## config.mk

```make
export PLATFORM = sky130hd
export DESIGN_NAME = fifo_rd_stream_adapter_flat
export DESIGN_NICKNAME = d
export VERILOG_FILES = /design/src/rtl/fifo_rd_stream_adapter_if.sv /design/src/rtl/fifo_rd_stream_adapter.sv /design/src/flat_wrapper.sv
export SDC_FILE = /design/constraint.sdc
export NUM_CORES = 1
export LEC_CHECK = 0
export ABC_AREA = 1
export ABC_CLOCK_PERIOD_IN_PS = 2800
export BUFFER_PORTS_ARGS = -buffer_cell sky130_fd_sc_hd__buf_2
export CAP_MARGIN = 20
export CORE_UTILIZATION = 32
export CTS_BUF_LIST = sky130_fd_sc_hd__clkbuf_4 sky130_fd_sc_hd__clkbuf_8
export DETAILED_ROUTE_END_ITERATION = 10
export GPL_TIMING_DRIVEN = 0
export SYNTH_ARGS = -nofsm -noshare
export SYNTH_HDL_FRONTEND = slang
export SYNTH_SLANG_ARGS = --single-unit
```

## constraint.sdc

```tcl
create_clock -name clk -period 2.8 [get_ports clk]
set_input_delay 0.28 -clock clk [delete_from_list [all_inputs] [get_ports clk]]
set_output_delay 0.28 -clock clk [all_outputs]
set_load 0.02 [all_outputs]
```

## src/rtl/fifo_rd_stream_adapter_if.sv

```systemverilog
// Stream handshake bundle between the adapter and its sink.
//   o_valid : beat valid (driven by the adapter)
//   o_data  : beat payload (driven by the adapter)
//   i_ready : sink ready (driven by the sink)
// Signal names are written from the adapter's point of view.
interface fifo_rd_stream_adapter_if #(
    parameter int unsigned DATA_WIDTH = 8
);
    logic                  o_valid;
    logic [DATA_WIDTH-1:0] o_data;
    logic                  i_ready;

    modport master (output o_valid, output o_data, input i_ready);
    modport slave  (input o_valid, input o_data, output i_ready);
endinterface

```

## src/rtl/fifo_rd_stream_adapter.sv

```systemverilog
// Converts a fixed-latency FIFO read port into a valid/ready stream through a
// small skid buffer, sustaining one beat per cycle.
//
// Ports:
//   clk, rst_n      : clock (rising edge) and asynchronous active-low reset
//   i_clr           : synchronous flush, coincident with the upstream FIFO clear
//   i_fifo_empty    : upstream FIFO empty flag
//   i_fifo_rd_data  : upstream read data, valid RD_LATENCY cycles after o_fifo_rd_en
//   o_fifo_rd_en    : upstream read enable
//   o_idle          : buffer empty and no reads in flight
//   o_xfer_count    : accepted-beat counter (zero unless enabled)
//   stream          : master side of the valid/ready stream
//
// Optional feature: define FIFO_RD_STREAM_ADAPTER_XFER_CNT_EN to build the
// 32-bit accepted-beat counter; otherwise o_xfer_count is tied to zero.
module fifo_rd_stream_adapter #(
    parameter int unsigned DATA_WIDTH = 8,
    parameter int unsigned RD_LATENCY = 1
) (
    input  logic                    clk,
    input  logic                    rst_n,
    input  logic                    i_clr,
    input  logic                    i_fifo_empty,
    input  logic [DATA_WIDTH-1:0]   i_fifo_rd_data,
    output logic                    o_fifo_rd_en,
    output logic                    o_idle,
    output logic [31:0]             o_xfer_count,
    fifo_rd_stream_adapter_if.master stream
);

    localparam int unsigned BUF_DEPTH = RD_LATENCY + 2;
    localparam int unsigned PTR_W     = $clog2(BUF_DEPTH);
    localparam int unsigned CNT_W     = $clog2(BUF_DEPTH + 1);
    localparam int unsigned SUM_W     = CNT_W + 1;
    localparam int unsigned XFER_W    = 32;

    logic [DATA_WIDTH-1:0] mem [BUF_DEPTH];
    logic [PTR_W-1:0]      wr_ptr;
    logic [PTR_W-1:0]      rd_ptr;
    logic [CNT_W-1:0]      occupancy;
    logic [CNT_W-1:0]      in_flight;
    logic [RD_LATENCY-1:0] pipe;

    logic                  capture;
    logic                  pop;
    logic [RD_LATENCY-1:0] pipe_nxt;
    logic [CNT_W-1:0]      occupancy_nxt;
    logic [CNT_W-1:0]      in_flight_nxt;

    function automatic logic [PTR_W-1:0] ptr_inc(input logic [PTR_W-1:0] p);
        return (p == PTR_W'(BUF_DEPTH - 1)) ? '0 : p + PTR_W'(1);
    endfunction

    // Read issue, capture/pop strobes and next counts. Reads are gated only
    // by registered counts so i_ready never reaches o_fifo_rd_en; rst_n holds
    // the enable low while reset is asserted.
    always_comb begin
        capture       = pipe[RD_LATENCY-1];
        pop           = (occupancy != '0) && stream.i_ready;
        o_fifo_rd_en  = rst_n && !i_fifo_empty && !i_clr &&
                        ((SUM_W'(occupancy) + SUM_W'(in_flight)) < SUM_W'(BUF_DEPTH));
        pipe_nxt      = RD_LATENCY'({pipe, o_fifo_rd_en});
        occupancy_nxt = occupancy + CNT_W'(capture) - CNT_W'(pop);
        in_flight_nxt = in_flight + CNT_W'(o_fifo_rd_en) - CNT_W'(capture);
    end

    // Control state; a clear drops buffered beats and forgets in-flight reads.
    always_ff @(posedge clk or negedge rst_n) begin
        if (!rst_n) begin
            wr_ptr    <= '0;
            rd_ptr    <= '0;
            occupancy <= '0;
            in_flight <= '0;
            pipe      <= '0;
        end else if (i_clr) begin
            wr_ptr    <= '0;
            rd_ptr    <= '0;
            occupancy <= '0;
            in_flight <= '0;
            pipe      <= '0;
        end else begin
            pipe      <= pipe_nxt;
            occupancy <= occupancy_nxt;
            in_flight <= in_flight_nxt;
            if (capture) wr_ptr <= ptr_inc(wr_ptr);
            if (pop)     rd_ptr <= ptr_inc(rd_ptr);
        end
    end

    // Buffer storage, intentionally without reset.
    always_ff @(posedge clk) begin
        if (capture && !i_clr) mem[wr_ptr] <= i_fifo_rd_data;
    end

    assign stream.o_valid = (occupancy != '0);
    assign stream.o_data  = mem[rd_ptr];
    assign o_idle         = (occupancy == '0) && (in_flight == '0);

`ifdef FIFO_RD_STREAM_ADAPTER_XFER_CNT_EN
    logic [XFER_W-1:0] xfer_count;

    // Accepted-beat counter, wraps naturally at 2^32.
    always_ff @(posedge clk or negedge rst_n) begin
        if (!rst_n) begin
            xfer_count <= '0;
        end else if (i_clr) begin
            xfer_count <= '0;
        end else if (pop) begin
            xfer_count <= xfer_count + XFER_W'(1);
        end
    end

    assign o_xfer_count = xfer_count;
`else
    assign o_xfer_count = XFER_W'(0);
`endif

endmodule

```

## src/flat_wrapper.sv

```systemverilog
// flat-port wrapper written by rule: the top's interface ports become plain ports
module fifo_rd_stream_adapter_flat 
#(
    parameter int unsigned DATA_WIDTH = 8,
    parameter int unsigned RD_LATENCY = 1
)
  (clk, rst_n, i_clr, i_fifo_empty, i_fifo_rd_data, o_fifo_rd_en, o_idle, o_xfer_count, stream_o_valid, stream_o_data, stream_i_ready);
  fifo_rd_stream_adapter_if #(.DATA_WIDTH(DATA_WIDTH)) stream_i ();
  input  logic clk;
  input  logic rst_n;
  input  logic i_clr;
  input  logic i_fifo_empty;
  input  logic [DATA_WIDTH-1:0] i_fifo_rd_data;
  output logic o_fifo_rd_en;
  output logic o_idle;
  output logic [31:0] o_xfer_count;
  output wire logic [$bits(stream_i.o_valid)-1:0] stream_o_valid;
  output wire logic [$bits(stream_i.o_data)-1:0] stream_o_data;
  input wire logic [$bits(stream_i.i_ready)-1:0] stream_i_ready;
  assign stream_o_valid = stream_i.o_valid;
  assign stream_o_data = stream_i.o_data;
  assign stream_i.i_ready = stream_i_ready;
  fifo_rd_stream_adapter #(.DATA_WIDTH(DATA_WIDTH), .RD_LATENCY(RD_LATENCY)) u_core (.clk(clk), .rst_n(rst_n), .i_clr(i_clr), .i_fifo_empty(i_fifo_empty), .i_fifo_rd_data(i_fifo_rd_data), .o_fifo_rd_en(o_fifo_rd_en), .o_idle(o_idle), .o_xfer_count(o_xfer_count), .stream(stream_i));
endmodule
```

==> flow_metrics.tcl <==
set metrics [dict create \
    status "finished clean" \
    end_kind "flop" \
    cts-root-buf "clkbuf_8" \
    syn_area_per_cell_um2 10.3 \
    hpwl_mm 2.04 \
    yosysUniqueCellTypes 18 \
    reg2reg_depth 9 \
    synth_cells 161 \
    drc 0 \
    wl_met3_um 193 \
    cp-start-kind "flop" \
    num_antenna_cells 0 \
    worstPathRequired_ns 2.97 \
    setup_viol 0 \
    p_per_area_nw_per_um2 749 \
    netlist_area_um2 1660 \
    crit-reg2reg-capture "u_core.in_flight[1]" \
    dieArea_um2 5480 \
    crit_path_start "u_core.in_flight[0]" \
    path_class "flop to flop" \
    path_max_fanout 3 \
    syn_to_final_growth_pct 27.9 \
    hold_buffers 1 \
    wl_met2_mm 1.26 \
    cts_buffers 5 \
    dr.max_layer_used "met4" \
    fill_cells 475 \
    most-common-layout-cells "39 x nand2_1, 32 x buf_4, 32 x conb_1, 24 x buf_2, 24 x edfxtp_1" \
    grt_pass1_vias 996 \
    die_y_um 74.1 \
    rows 25 \
    cts_num_sinks 33 \
    crit_end "u_core.in_flight[1]" \
    pin_count 56 \
    core_um2 4850 \
    track_usage_pct 11.3 \
    cts_resized 0 \
    fp.dieW_um 74.1 \
    whs_ns 0.186 \
    worstHoldStart "i_clr" \
    synth_warnings 0 \
    grt_max_degree 12 \
    slew_viol_final 0 \
    htreeDepth 2 \
    dr.first_iter.drc_count 22 \
    via_per_inst 3.79 \
    vias 1106 \
    wl_per_cell_um 9.49 \
    final_common_cell "nand2_1" \
    ant_nets 0 \
    yosysTopAreaCellShare_pct 43.4 \
    clkTransAtPathRegs_ns 0.06 \
    clockBufferDepth 2 \
    cts_setup_buffers 0 \
    yosysTopAreaCell "edfxtp_1" \
    ys_ff_latch 33 \
    clkLatencyLatePin_ns 0.28 \
    dr.pass1.iters 4 \
    r2r_slack_ns 0.67 \
    r2r-start "u_core.in_flight[0]" \
    antenna_found_initial 0 \
    max_cap_viol_count 0 \
    gp_congestion 0.661 \
    cts_tree "built" \
    max_slew_margin_pct 50.6 \
    leakagePower_nw 1.07 \
    final_layout_size_suffix_gt1_share_pct 31.1 \
    rsz0062_at_grt "false" \
    min_period_ns 2.13 \
    hold_path.class "input port to flop" \
    finalCritPeriodShare_pct 76.0 \
    hold_viol 0 \
    async_reset_ff_share_pct 27.3 \
    nNetsFinal 243 \
    io_buffers 23 \
    vdd_ir_drop_max_mv 0.483 \
    worst_slew_pin_slew_ns 0.739 \
    cp.arrival_ns 2.30 \
    synth_top_flop_cell "edfxtp_1" \
    timing.setup.tns_ns 0 \
    grt.overflow.total 0 \
    clock-skew-final_ns 0.00538 \
    synth_edf_count 24 \
    met1_length_mm 1.30 \
    grt_pass1_wl_mm 4.42 \
    start_util_pct 34.3 \
    fmax_ghz 0.470 \
    ys_seq_area_share_pct 56.9 \
    ys_top_cells_by_area "edfxtp_1 43%, buf_4 14%, dfrtp_1 14%, nand2_1 8.8%, nand3_1 4.2%" \
    wirelength_mm 2.77 \
]
==> sequential cells by signal, summed over array words and instances, names as in the netlist <==
name and cells:
u_core.mem 24, u_core.wr_ptr 2, u_core.capture 1, u_core.in_flight 2, u_core.occupancy 2, u_core.rd_ptr 2
==> layer usage <==
layer	track usage [%]	vias to the layer above
met3	3.79	4
met1	13.4	473
met2	18.8	47
li1	-	582
met5	0	-
met4	5.13	0
==> worst min path at each step <==
stage | end | slack, ns | cells past startpoint
2_1_floorplan | u_core.capture | -0.02 | 0
3_3_place_gp | u_core.in_flight[0] | 0.15 | 1
4_1_cts | u_core.in_flight[0] | 0.18 | 2
6_report | u_core.in_flight[0] | 0.19 | 2
3_5_place_dp | u_core.in_flight[0] | 0.16 | 1
5_1_grt | u_core.in_flight[0] | 0.19 | 2
==> power by group <==
part	switching, W	internal (W)	total, W
combinational	0.000310	0.000169	0.000479
clock	0.000172	0.000354	0.000525
sequential	0.0000320	0.000557	0.000589
==> kinds of logic (layout without fill, tap and decap cells) <==
kind of cell	Yosys count	after routing	synth area share [%]
simple gates	67	67	17.5
buf+inv	50	83	19.0
flops	33	33	56.9
fa+ha+maj	6	6	4.97
compound gates	4	4	1.36
other cells	1	32	0.226
==> cells in the mapped netlist, types with 2 or more instances <==
| library cell | number |
|---|---|
| nand2_1 | 39 |
| buf_4 | 32 |
| edfxtp_1 | 24 |
| inv_1 | 15 |
| nand3_1 | 14 |
| dfrtp_1 | 9 |
| nor2_1 | 8 |
| ha_1 | 5 |
| a21oi_1 | 2 |
| inv_2 | 2 |
| nor2_4 | 2 |
| nor3_1 | 2 |
| o22ai_1 | 2 |
==> metrics by stage <==
step | area, um2 | util, % | power, W | setup WS [ns] | instances
6_report | 2130 | 43.8 | 0.00159 | 0.672 | 292
5_1_grt | 2130 | 43.8 | 0.00169 | 0.508 | 292
4_1_cts | 2130 | 43.8 | 0.00161 | 0.663 | 292
3_5_place_dp | 1980 | 40.9 | 0.00108 | 0.678 | 283
3_3_place_gp | 1980 | 40.8 | 0.00107 | 0.718 | 282
2_1_floorplan | 1780 | - | 0.000950 | 0.845 | 192
==> final cells by class <==
| class | instances | area, um2 | share of cell area, % |
|---|---|---|---|
| flip-flops and latches | 33 | 946 | 44.5 |
| multi-input cells | 109 | 517 | 24.3 |
| plain buffers | 33 | 251 | 11.8 |
| repair buffers | 25 | 130 | 6.12 |
| well taps | 67 | 83.8 | 3.94 |
| clock buffers | 5 | 68.8 | 3.24 |
| clock inverters | 3 | 65.1 | 3.06 |
| inverters | 17 | 63.8 | 3.00 |
==> critical path: stages, from the launching register on <==
cell	delay (ns)
dfrtp_1	0.41
ha_1	0.22
fa_1	0.44
nand2_1	0.07
nand4_1	0.14
ha_1	0.32
inv_1	0.04
ha_1	0.18
a21oi_1	0.15
nor2_1	0.06
Note: power is estimated with default switching activity, not from simulation.
